`src/rtl/ascon_pkg.sv`:
```
// rtl/ascon_pkg.sv - shared constants, state type and helpers for the Ascon serial output stage
package ascon_pkg;

  localparam int TAG_W = 128;

  typedef enum logic [1:0] {
    S_IDLE,
    S_LEAD,
    S_SHIFT,
    S_DONE
  } serStateT;

  function automatic int clog2(input int v);
    int r;
    r = 0;
    while ((1 << r) < v) r++;
    return r;
  endfunction

endpackage

```
`src/rtl/ascon_piso.sv`:
```
// rtl/ascon_piso.sv - W-bit parallel-load, LSB-first, zero-fill shift register
// The serial bit is registered from the register's next value so it lines up with the state that enables it.
module ascon_piso #(
  parameter int W = 8
) (
  input  logic         clk,
  input  logic         rst,
  input  logic         load,
  input  logic         shift,
  input  logic         outEn,
  input  logic [W-1:0] parIn,
  output logic         serOut
);

  logic [W-1:0] shReg;
  logic [W-1:0] shNext;

  always_comb begin
    shNext = shReg;
    if (load) begin
      shNext = parIn;
    end else if (shift) begin
      shNext = shReg >> 1;
    end
  end

  always_ff @(posedge clk or posedge rst) begin
    if (rst) begin
      shReg  <= '0;
      serOut <= 1'b0;
    end else begin
      shReg  <= shNext;
      serOut <= outEn & shNext[0];
    end
  end

endmodule

```
`src/rtl/ascon_output_serializer.sv`:
```
// rtl/ascon_output_serializer.sv - captures data and tag, then streams both LSB-first under a valid strobe
module ascon_output_serializer #(
  parameter int Y     = 40,
  parameter int TAG_W = ascon_pkg::TAG_W,
  parameter int LEAD  = 2
) (
  input  logic                           clk,
  input  logic                           rst,
  input  logic                           loadxSI,
  input  logic [((Y > 0) ? Y : 1)-1:0]   data_parxDI,
  input  logic [TAG_W-1:0]               tag_parxDI,
  output logic                           data_serxSO,
  output logic                           tag_serxSO,
  output logic                           validxSO,
  output logic                           busyxSO,
  output logic                           donexSO
);
  import ascon_pkg::*;

  localparam int N  = (Y > TAG_W) ? Y : TAG_W;
  localparam int CW = clog2(N + 1);
  localparam int DW = (Y > 0) ? Y : 1;

  serStateT state, nextState;
  logic [CW-1:0] cnt, nextCnt;
  logic          load;
  logic          shiftEn;
  logic          outEn;
  logic [DW-1:0] dataLoad;

  // With no data payload the data register is loaded with zeros so its line stays low.
  assign dataLoad = (Y == 0) ? '0 : data_parxDI;

  always_comb begin
    nextState = state;
    nextCnt   = cnt;
    load      = 1'b0;
    case (state)
      S_IDLE: begin
        if (loadxSI) begin
          load = 1'b1;
          if (LEAD > 0) begin
            nextState = S_LEAD;
            nextCnt   = CW'(LEAD - 1);
          end else begin
            nextState = S_SHIFT;
            nextCnt   = CW'(N - 1);
          end
        end
      end
      S_LEAD: begin
        if (cnt == '0) begin
          nextState = S_SHIFT;
          nextCnt   = CW'(N - 1);
        end else begin
          nextCnt = cnt - 1'b1;
        end
      end
      S_SHIFT: begin
        if (cnt == '0) begin
          nextState = S_DONE;
        end else begin
          nextCnt = cnt - 1'b1;
        end
      end
      S_DONE: begin
        nextState = S_IDLE;
        nextCnt   = '0;
      end
      default: begin
        nextState = S_IDLE;
        nextCnt   = '0;
      end
    endcase
  end

  assign shiftEn = (state == S_SHIFT);
  assign outEn   = (nextState == S_SHIFT);

  always_ff @(posedge clk or posedge rst) begin
    if (rst) begin
      state    <= S_IDLE;
      cnt      <= '0;
      validxSO <= 1'b0;
      busyxSO  <= 1'b0;
      donexSO  <= 1'b0;
    end else begin
      state    <= nextState;
      cnt      <= nextCnt;
      validxSO <= (nextState == S_SHIFT);
      busyxSO  <= (nextState != S_IDLE);
      donexSO  <= (nextState == S_DONE);
    end
  end

  ascon_piso #(.W(DW)) dataPiso (
    .clk   (clk),
    .rst   (rst),
    .load  (load),
    .shift (shiftEn),
    .outEn (outEn),
    .parIn (dataLoad),
    .serOut(data_serxSO)
  );

  ascon_piso #(.W(TAG_W)) tagPiso (
    .clk   (clk),
    .rst   (rst),
    .load  (load),
    .shift (shiftEn),
    .outEn (outEn),
    .parIn (tag_parxDI),
    .serOut(tag_serxSO)
  );

endmodule

```
`config.mk`:
```
export PLATFORM = sky130hd
export DESIGN_NAME = ascon_output_serializer
export DESIGN_NICKNAME = d
export VERILOG_FILES = /design/src/rtl/ascon_pkg.sv /design/src/rtl/ascon_piso.sv /design/src/rtl/ascon_output_serializer.sv
export SDC_FILE = /design/constraint.sdc
export NUM_CORES = 1
export LEC_CHECK = 0
export BUFFER_PORTS_ARGS = -buffer_cell sky130_fd_sc_hd__buf_2
export CORE_MARGIN = 2
export CORE_UTILIZATION = 50
export CTS_CLUSTER_SIZE = 40
export DETAILED_ROUTE_END_ITERATION = 12
export PLACE_DENSITY = 0.85
export SYNTH_ARGS = -nofsm -noshare
export SYNTH_HDL_FRONTEND = slang
export SYNTH_SLANG_ARGS = --single-unit
```
`constraint.sdc`:
```
create_clock -name clk -period 18.63 [get_ports clk]
set_clock_uncertainty 0.2 [all_clocks]
set_input_delay 2.7945 -clock clk [delete_from_list [all_inputs] [get_ports clk]]
set_output_delay 2.7945 -clock clk [all_outputs]
set_load 0.05 [all_outputs]
```
---- Word-level counts from Yosys, hierarchy flattened ----
Cells that the tools add are included.
storage, ports and cells
  output and inout bits ................... 5
  input port bits ......................... 171
  logic and storage cells ................. 40
  register bits ........................... 183
operators by class
  reduce and logical (&&, ||, !) cells .... 5
  bitwise gates (word level) .............. 2
  mux-type cells .......................... 14
  add/subtract/negate cells ............... 1
  eq/ne operators ......................... 7
operator list
  kind                   number
  $mux W128              2
  $mux W40               2
  $pmux W8 S4            1
  $mux W8                3
  $eq A2 B2 Y1 const B   4
  $logic_not A8 Y1       1
  $pmux W2 S4            1
  $sub A8 B1 Y8 const B  1
  $mux W2                3
  $ne A2 B2 Y1 const B   2
  $reduce_bool A2 Y1     2
  $and A1 B1 Y1          2
  $eq A2 B1 Y1 const B   1
  $logic_not A2 Y1       1
  $mux W1                2
  $reduce_and A2 Y1      1

---- Depth between registers and ports, before layout ----
Gate-level depths: netlist of run 1.
  depth after elaboration ................. 5
  mapped depth ............................ 7

---- Hierarchy ----
Synthesis of run 1 repeated with hierarchy kept, for this count alone.
unflattened totals
  cells, all modules ...................... 824
  area total of the unflattened synthesis .. 8764.7 um^2
modules (own cells, without submodules)
  module                   cells an instance  sequential area each (um^2)  instances  area an instance (um^2)
  ascon_piso at tagPiso    559                3228.1                       1          6059.6
  ascon_piso at dataPiso   179                1026.0                       1          1898.1
  ascon_output_serializer  86                 325.3                        1          807.0

---- Worst setup path before layout of run 1 ----
No wires, ideal clock.
  path type ............................... input to register
  from .................................... in loadxSI
  to ...................................... reg tagPiso.shReg[100]
  path slack .............................. 14.545 ns
  arrival ................................. 3.819 ns
  stages on the path ...................... 7
  cells stage by stage .................... nor3b_1 > buf_2 > nor2_1 > clkbuf_1 > clkbuf_1 > nand2_1 > nand2_1
on the way
  cells in the longest elaborated chain, start to end .. 3
ends and longest elaborated chain
  what                                                    RTL line                       text
  from (decl)                                             ascon_output_serializer.sv:9   input logic loadxSI,
  $mux W1 *                                               ascon_output_serializer.sv:40  if (loadxSI) begin
  $mux W1 *                                               ascon_output_serializer.sv:38  case (state)
  $mux W128 / $reduce_bool A2 Y1 (equally long branches)  --
  to (signal assigned)                                    ascon_piso.sv:32               shReg <= shNext;
  to (decl)                                               ascon_piso.sv:15               logic [W-1:0] shReg;
Every way passes the cells marked *; elsewhere a longest branch is shown, timed or not.
A chain may end at the register's enable or synchronous reset.

---- Worst setup path after layout of run 1 ----
  from .................................... in loadxSI
  to ...................................... reg tagPiso.shReg[116]
Same word-level chain as after synthesis.

==> results of run 1 <==
worst max-delay path, stage by stage:
cell and delay, ns:
buf_2 0.13, nor3b_2 0.17, buf_4 0.38, nor2_4 0.85, buf_4 0.60, buf_4 0.63
nand2_1 0.14, nand2_1 0.10
cell type report:
class                           count  share of cell area [%]
Timing Repair Buffer              182                    9.89
Inverter                            6                   0.293
Multi-Input combinational cell    580                    32.4
Antenna cell                        2                  0.0533
Sequential cell                   183                    48.8
Clock inverter                     14                    1.08
Tap cell                          211                    2.81
Clock buffer                       18                    4.68
synthesized netlist by cell type:
master,instances
inv_1,6
a21oi_1,11
o211ai_1,1
or3b_2,1
a22oi_1,165
or4_4,1
nor2b_1,2
nand2b_1,2
nor3b_1,3
nor4b_1,1
a211oi_1,2
nand2_1,342
dfrtp_1,183
o221a_1,1
a21o_1,1
o21ai_0,5
o32ai_1,1
ha_1,2
or3_2,1
buf_1,5
a211o_1,1
nor3_1,6
nand3_1,3
nor4_1,2
o211ai_2,1
mux2i_1,3
a21oi_2,1
buf_6,1
buf_2,23
a2111oi_2,1
a32oi_1,1
a31oi_1,1
nor2_1,10
nor2_8,1
o21ai_1,3
xor2_1,2
nor4_4,1
o22ai_1,1
clkbuf_1,31
cell families (layout without fill, tap and decap cells):
family,after synthesis,in the layout
fa+ha+maj,2,2
compound gates,197,197
other cells,0,2
flops,183,183
xor+xnor,2,2
buf+inv,66,220
simple gates,376,376
mux,3,3
where the power goes:
part / leakage, nW / internal (mW) / switching [mW]
registers: 2.28 / 0.580 / 0.114
clock network: 0.267 / 0.175 / 0.158
logic: 2.34 / 0.157 / 0.248
total: 4.89 / 0.912 / 0.520
cells in the final DEF, fill, tap and decap left out, types with 2 or more instances in the layout:
cell type   netlist  final
nand2b_1          2      2
mux2i_1           3      3
a21oi_1          11     11
nor3_1            6      6
o21ai_1           3      3
a22oi_1         165    165
nand2_1         342    342
buf_4             0      7
nor4_1            2      2
clkinv_2          0      5
inv_6             0      4
inv_1             6      5
buf_2            23    175
nor2_1           10      9
xor2_1            2      2
clkinv_4          0      4
a211oi_1          2      2
clkinvlp_4        0      2
nand3_1           3      3
ha_1              2      2
dfrtp_1         183    183
nor3b_1           3      2
diode_2           0      2
clkbuf_16         0     17
o21ai_0           5      5
per-layer routing:
| metal | track usage [%] | routed length (um) | up-vias |
|---|---|---|---|
| met4 | 9.04 | 399 | 0 |
| met1 | 30.3 | 7990 | 3105 |
| met3 | 4.87 | 891 | 30 |
| met5 | 0 | 0 | - |
| met2 | 33.0 | 8450 | 206 |
| li1 | - | - | 3148 |
final timing paths:
| check | startpoint | end | slack (ns) | cells past startpoint |
|---|---|---|---|---|
| setup / recovery | loadxSI | tagPiso.shReg[116] | 12.90 | 8 |
| hold / removal | tagPiso.shReg[126] | tagPiso.shReg[126] | 0.27 | 2 |
| setup reg to reg | state[0] | tagPiso.shReg[116] | 14.85 | 7 |
| hold reg to reg | tagPiso.shReg[126] | tagPiso.shReg[126] | 0.27 | 2 |
| max in group asynchronous | rst | tagPiso.shReg[46] | 14.31 | 3 |
| min in group asynchronous | rst | tagPiso.shReg[61] | 2.40 | 2 |
registers in the layout, indices dropped and copies added (netlist names):
register and count:
busyxSO 1, cnt 8, dataPiso.serOut 1, dataPiso.shReg 40
donexSO 1, state 2, tagPiso.serOut 1, tagPiso.shReg 128
validxSO 1
per-stage QoR:
step           instances  power [mW]
2_1_floorplan        829        1.00
3_3_place_gp        1162        1.08
3_5_place_dp        1162        1.10
4_1_cts             1194        1.44
5_1_grt             1196        1.55
6_report            1196        1.43
==> metrics.yaml, run 1 <==
synth_compound_area_share_pct: 18.4
numCtsBuffers: 17
postCtsHoldBufs: 0
maxCapViolations: 0
clock_sinks: 183
grt_pass1_vias: 6085
ys_types: 39
syn-cell-area_sq_um: 7890
synth_top_area_cell: "dfrtp_1"
yosysSeqAreaShare_pct: 58.0
hp-class: "flop to flop"
initial_core_util_pct: 51.5
slew_headroom_pct: 36.0
outcome: "finished clean"
io_pins: 176
routed-via-count: 6489
fin_setup_tns_ns: 0
stdcell_area_sq_um: 9390
finalCritPeriodShare_pct: 30.8
rsz0062_at_grt: "no"
die_area_sq_um: 16800
grt_pass1_wl_um: 29200
finalWorstSetupSlack_ns: 12.90
cts_root_buffer: "clkbuf_16"
fin_util_pct: 61.3
irDropWorstVdd_uv: 83.0
yosys-top-cells-area: "dfrtp_1, nand2_1, a22oi_1, clkbuf_1, buf_2"
ys_warn_count: 0
final_layout_size_suffix_gt1_share_pct: 23.0
drtPass1Iterations: 5
ctsResizeCount: 0
routed_wl_um: 17700
fmax_ghz: 0.175
synth_top_area_share_pct: 58.0
path_max_fanout: 85
dpl_cell_area_sq_um: 8850
fin_hold_ws_ns: 0.274
synth-seq-cells: 183
die_x_um: 130
htree_levels: 4
dpl.hpwl_um: 11300
power_density_nw_per_um2: 152
die_y_um: 130
drt_iter0_drc: 555
yosys.area_share.simple_pct: 19.1
fill_cells: 1268
syn-instance-count: 829
finalSetupViolations: 0
synth_top_family_by_area: "simple AND/OR/NAND/NOR gates"
synth_xor_area_share_pct: 0.222
synth_fa_ha_area_share_pct: 0.317
areaGrowthSynthToFinish_pct: 19.0
track_usage_pct: 21.7
hold_viol: 0
overflow: 0
antenna_found_initial: 2
final_nets: 1143
grt_max_degree: 110
wl_per_cell_um: 14.8
synthesis.nets: 1002
syn-mean-instance-area_sq_um: 9.52
p_leak_nw: 4.89
clock_latency_ns: 0.42
clk_pin_slew_ns: 0.07
io_buffers: 175
post_cts_buffers: 0
endpoint_kind: "flop"
fin_crit_ns: 5.73
drv_slew: 0
via_per_inst: 5.43
ant_nets: 0
gp_congestion: 0.819
crit_required_ns: 18.79
drc_errors: 0
tightest_slew_ns: 0.960
multi_input_area_sq_um: 3050
seqCellArea_sq_um: 4580
cts_tree: "done"
core_area_sq_um: 15300
critPathKind: "input pin to flop"
rows: 45
clock_path_buffers: 2
timing.critical_path.from_type: "input pin"
place_ws_ns: 12.47
crit_arrival_ns: 5.89
muxShareOfSynthArea_pct: 0.381
(Power assumes the default switching activity.)
==> run 2: changes to the inputs <==
- ABC_AREA: not set -> 1
- PLACE_DENSITY: 0.85 -> 0.84
- clock period: 18.63 -> 5.6 ns (I/O delays scaled with it)
==> metrics.yaml, run 2 <==
syn-cell-area_sq_um: 7990
synth_edf_count: 0
routed_wl_um: 18200
timing.rr.end: "cnt[0]"
fin_hold_ws_ns: 0.283
clock_latency_ns: 0.42
syn-instance-count: 933
drc_errors: 0
drt_iter0_drc: 534
reg2reg_from: "state[0]"
critPathKind: "flop to flop"
finalSetupViolations: 0
grt_max_degree: 184
largest_register_ffs: 128
wl_per_cell_um: 13.9
ctsResizeCount: 0
path_max_fanout: 102
postCtsHoldBufs: 0
cts_tree: "done"
slew_headroom_pct: 32.2
hold_viol: 0
ys_warn_count: 0
yosys-top-cells-area: "dfrtp_1, nand2_1, nand3_1, a22oi_1, buf_2"
finalCritPeriodShare_pct: 53.9
min_to: "dataPiso.shReg[9]"
reg_top3: "tagPiso.shReg: 128 flops, dataPiso.shReg: 40 flops, cnt: 8 flops"
track_usage_pct: 21.9
p_leak_nw: 4.77
core_area_sq_um: 15800
numPlacedInstances: 1276
async_reset_ff_share_pct: 100
fin_crit_ns: 3.02
synth-seq-cells: 183
r2r_slack_ns: 2.58
multi_input_area_sq_um: 3010
final_layout_size_suffix_gt1_share_pct: 20.6
rows: 46
overflow: 0
crit_required_ns: 5.69
dpl.hpwl_um: 11700
syn-mean-instance-area_sq_um: 8.56
top_register: "tagPiso.shReg"
clock_path_buffers: 2
clk_pin_slew_ns: 0.07
synth_top_area_share_pct: 57.3
maxCapViolations: 0
drtPass1Iterations: 5
gp_congestion: 0.825
timing.critical_path.from_type: "flop"
via_per_inst: 5.21
synthesis.nets: 1106
numCtsBuffers: 17
fin_setup_tns_ns: 0
io_buffers: 175
final_nets: 1252
htree_levels: 4
post_cts_buffers: 0
min_from: "dataPiso.shReg[9]"
instances_no_fill: 1309
die_x_um: 130
final_cell_mix: "nand2_1, dfrtp_1, buf_2"
die_area_sq_um: 17000
antenna_found_initial: 1
clock_sinks: 183
fill_cells: 1385
areaGrowthSynthToFinish_pct: 19.3
fmax_ghz: 0.331
initial_core_util_pct: 50.7
holdPathStages: 2
yosysMostFrequentCell: "nand2_1"
outcome: "finished clean"
io_pins: 176
endpoint_kind: "flop"
ant_nets: 0
irDropWorstVdd_uv: 213
grt_pass1_vias: 6285
power_density_nw_per_um2: 280
ys_types: 27
seqCellArea_sq_um: 4580
cts_root_buffer: "clkbuf_16"
synth_top_area_cell: "dfrtp_1"
yosysSeqAreaShare_pct: 57.3
layout_commonest_cell: "nand2_1"
drv_slew: 0
crit_arrival_ns: 3.11
rsz0062_at_grt: "no"
synth_common_cells: "nand2_1, dfrtp_1, nand3_1"
p_total_mw: 2.66
hp-class: "flop to flop"
routed-via-count: 6824
grt_pass1_wl_um: 29500
die_y_um: 130
tightest_slew_ns: 1.02
ff2ff_path_depth: 7
synth_flop_cell: "dfrtp_1"
run 2: changes by cell type after synthesis, sizes merged, moves of 4 or more:
cell | before | now
o211ai | 2 | 6
a22oi | 165 | 66
a21oi | 12 | 1
buf | 29 | 50
nor3 | 6 | 0
nand2 | 342 | 465
nor2 | 11 | 15
inv | 6 | 25
nand3 | 3 | 102
clkbuf | 31 | 3
run 2: final cells by class:
class,instances,area share [%]
diodes,1,0.0263
clock buffers,22,5.08
clock inverters,10,1.50
inverters,25,1.08
multi-input cells,672,31.6
flip-flops and latches,183,48.0
well taps,216,2.84
repair buffers,180,9.84
run 2: how the worst max path moves through the flow:
stage | startpoint | end | slack (ns) | cells past startpoint
floorplan | rst | busyxSO | 2.21 | 1
global placement | loadxSI | tagPiso.shReg[33] | 2.59 | 7
detailed placement | loadxSI | tagPiso.shReg[27] | 2.53 | 7
CTS | state[0] | cnt[0] | 2.58 | 7
global route | state[0] | cnt[0] | 2.35 | 7
finish | state[0] | cnt[0] | 2.58 | 7
run 2: cells by family (layout without fill, tap and decap cells):
kind of cell / count (synthesis) / after routing / synth area share, %
adder cells (fa/ha/maj): 3 / 3 / 0.439
flip-flops: 183 / 183 / 57.3
other: 0 / 1 / 0
AO/OA/AOI/OAI: 83 / 83 / 7.53
AND/OR/NAND/NOR: 585 / 585 / 29.6
XOR/XNOR: 1 / 1 / 0.110
buffers and inverters: 78 / 237 / 4.95
run 2: worst max-delay path, cell delays in order (launching register included):
cell and delay [ns]:
dfrtp_1 0.41, inv_1 0.12, nand2_4 0.11, inv_4 0.72, buf_4 0.65, nand2_1 0.22, o21ai_2 0.23, o21ai_0 0.16
run 2: layer usage:
metal / up-vias / global-route usage, % / routed length (um)
li1: 3305 / - / -
met1: 3267 / 29.7 / 7920
met2: 238 / 35.6 / 8820
met3: 14 / 5.82 / 1210
met4: 0 / 5.44 / 201
met5: - / 0 / 0
run 2: power by group:
part / switching, mW / total, mW / internal, mW
clock: 0.501 / 1.25 / 0.753
combinational: 0.0467 / 0.0894 / 0.0427
sequential: 0 / 1.32 / 1.32
run 2: through the flow:
step	area, sq um	setup slack (ns)	utilization, %
after CTS	9530	2.58	60.4
after detailed placement	8900	2.53	56.5
after global routing	9530	2.35	60.4
after global placement	8900	2.59	56.5
final	9530	2.58	60.4
after floorplan	7990	2.21	-
==> run 3: changes to the inputs <==
- CORE_UTILIZATION: 50 -> 49
- PLACE_DENSITY: 0.84 -> 0.86
- clock period: 5.6 -> 2.75 ns (I/O delays scaled with it)
==> metrics.yaml, run 3 (synthesis results as in run 2) <==
rows: 46
p_total_mw: 5.56
drtPass1Iterations: 7
stdcell_area_sq_um: 10200
power_density_nw_per_um2: 543
top_register: "tagPiso.shReg"
irDropWorstVdd_uv: 418
finalCritPeriodShare_pct: 83.3
routed_wl_um: 19800
gp_congestion: 0.826
hold_viol: 0
clock_latency_ns: 0.43
initial_core_util_pct: 50.3
areaGrowthSynthToFinish_pct: 28.2
dpl.hpwl_um: 12400
fmax_ghz: 0.436
crit_required_ns: 2.91
die_x_um: 132
fin_setup_tns_ns: 0
largest_register_ffs: 128
fin_crit_ns: 2.29
reg_top3: "tagPiso.shReg: 128 flops, dataPiso.shReg: 40 flops, cnt: 8 flops"
outcome: "finished clean"
clock_sinks: 183
numCtsBuffers: 17
cts_tree: "done"
final_nets: 1320
cts_root_buffer: "clkbuf_16"
io_pins: 176
grt_pass1_vias: 7039
maxCapViolations: 0
postCtsHoldBufs: 57
hp-class: "input pin to flop"
overflow: 0
io_buffers: 175
core_area_sq_um: 15900
clock_path_buffers: 2
drv_slew: 0
grt_max_degree: 86
slew_headroom_pct: 43.7
clk_pin_slew_ns: 0.07
timing.critical_path.from_type: "flop"
final_cell_mix: "nand2_1, dfrtp_1, buf_2"
htree_levels: 4
track_usage_pct: 23.4
rsz0062_at_grt: "no"
antenna_found_initial: 4
critPathKind: "flop to flop"
die_y_um: 132
crit_arrival_ns: 2.45
die_area_sq_um: 17300
path_max_fanout: 66
dpl_cell_area_sq_um: 9040
wl_per_cell_um: 14.4
ctsResizeCount: 0
layout_commonest_cell: "nand2_1"
finalSetupViolations: 0
endpoint_kind: "flop"
ant_nets: 0
grt_pass1_wl_um: 33200
via_per_inst: 5.20
drt_iter0_drc: 515
post_cts_buffers: 0
final_layout_size_suffix_gt1_share_pct: 20.1
p_leak_nw: 5.08
drc_errors: 0
routed-via-count: 7160
tightest_slew_ns: 0.845
fin_hold_ws_ns: 0.0131
## run 3: metal layers
layer / global-route usage, % / vias up / wire (um)
li1: - / 3448 / -
met1: 30.3 / 3426 / 8490
met2: 39.4 / 250 / 9700
met3: 5.13 / 34 / 1220
met4: 7.79 / 2 / 397
met5: 0 / - / 13
## run 3: worst max-delay path, cell delays in order (launching register included)
cell and delay, ns:
dfrtp_1 0.44, nor2_2 0.14, nand2_2 0.12, inv_4 0.38, buf_4 0.60, nand2_1 0.15
nand3_1 0.15
## run 3: layout make-up
| class | instances | area [sq um] |
|---|---|---|
| Clock inverter | 10 | 178 |
| Timing Repair Buffer | 248 | 1640 |
| Fill cell | 1301 | 5650 |
| Inverter | 25 | 103 |
| Multi-Input combinational cell | 672 | 3010 |
| Tap cell | 216 | 270 |
| Clock buffer | 20 | 447 |
| Sequential cell | 183 | 4580 |
| Antenna cell | 3 | 7.51 |
## run 3: report_power, final
group	internal (mW)	leakage, nW	total, mW	switching [mW]
clock	1.62	0.306	2.60	0.983
sequential	2.69	2.00	2.69	0
combinational	0.152	2.77	0.266	0.114
## run 3: path summary, 6_finish.rpt
check / from / to / slack [ns] / cells after the start
max: state[1] / dataPiso.shReg[8] / 0.46 / 6
min: tag_parxDI[57] / tagPiso.shReg[57] / 0.01 / 3
max reg2reg: state[1] / dataPiso.shReg[8] / 0.46 / 6
min reg2reg: tagPiso.shReg[96] / tagPiso.shReg[96] / 0.28 / 2
max in group asynchronous: rst / tagPiso.shReg[116] / 1.21 / 4
min in group asynchronous: rst / tagPiso.shReg[30] / 0.48 / 3
## run 3: stage by stage
stage,util [%],std cells,worst slack [ns]
after floorplan,-,933,-0.213
after global placement,56.9,1287,0.588
after detailed placement,56.9,1287,0.502
after CTS,64.4,1374,0.502
after global routing,64.4,1376,0.281
final,64.5,1377,0.458
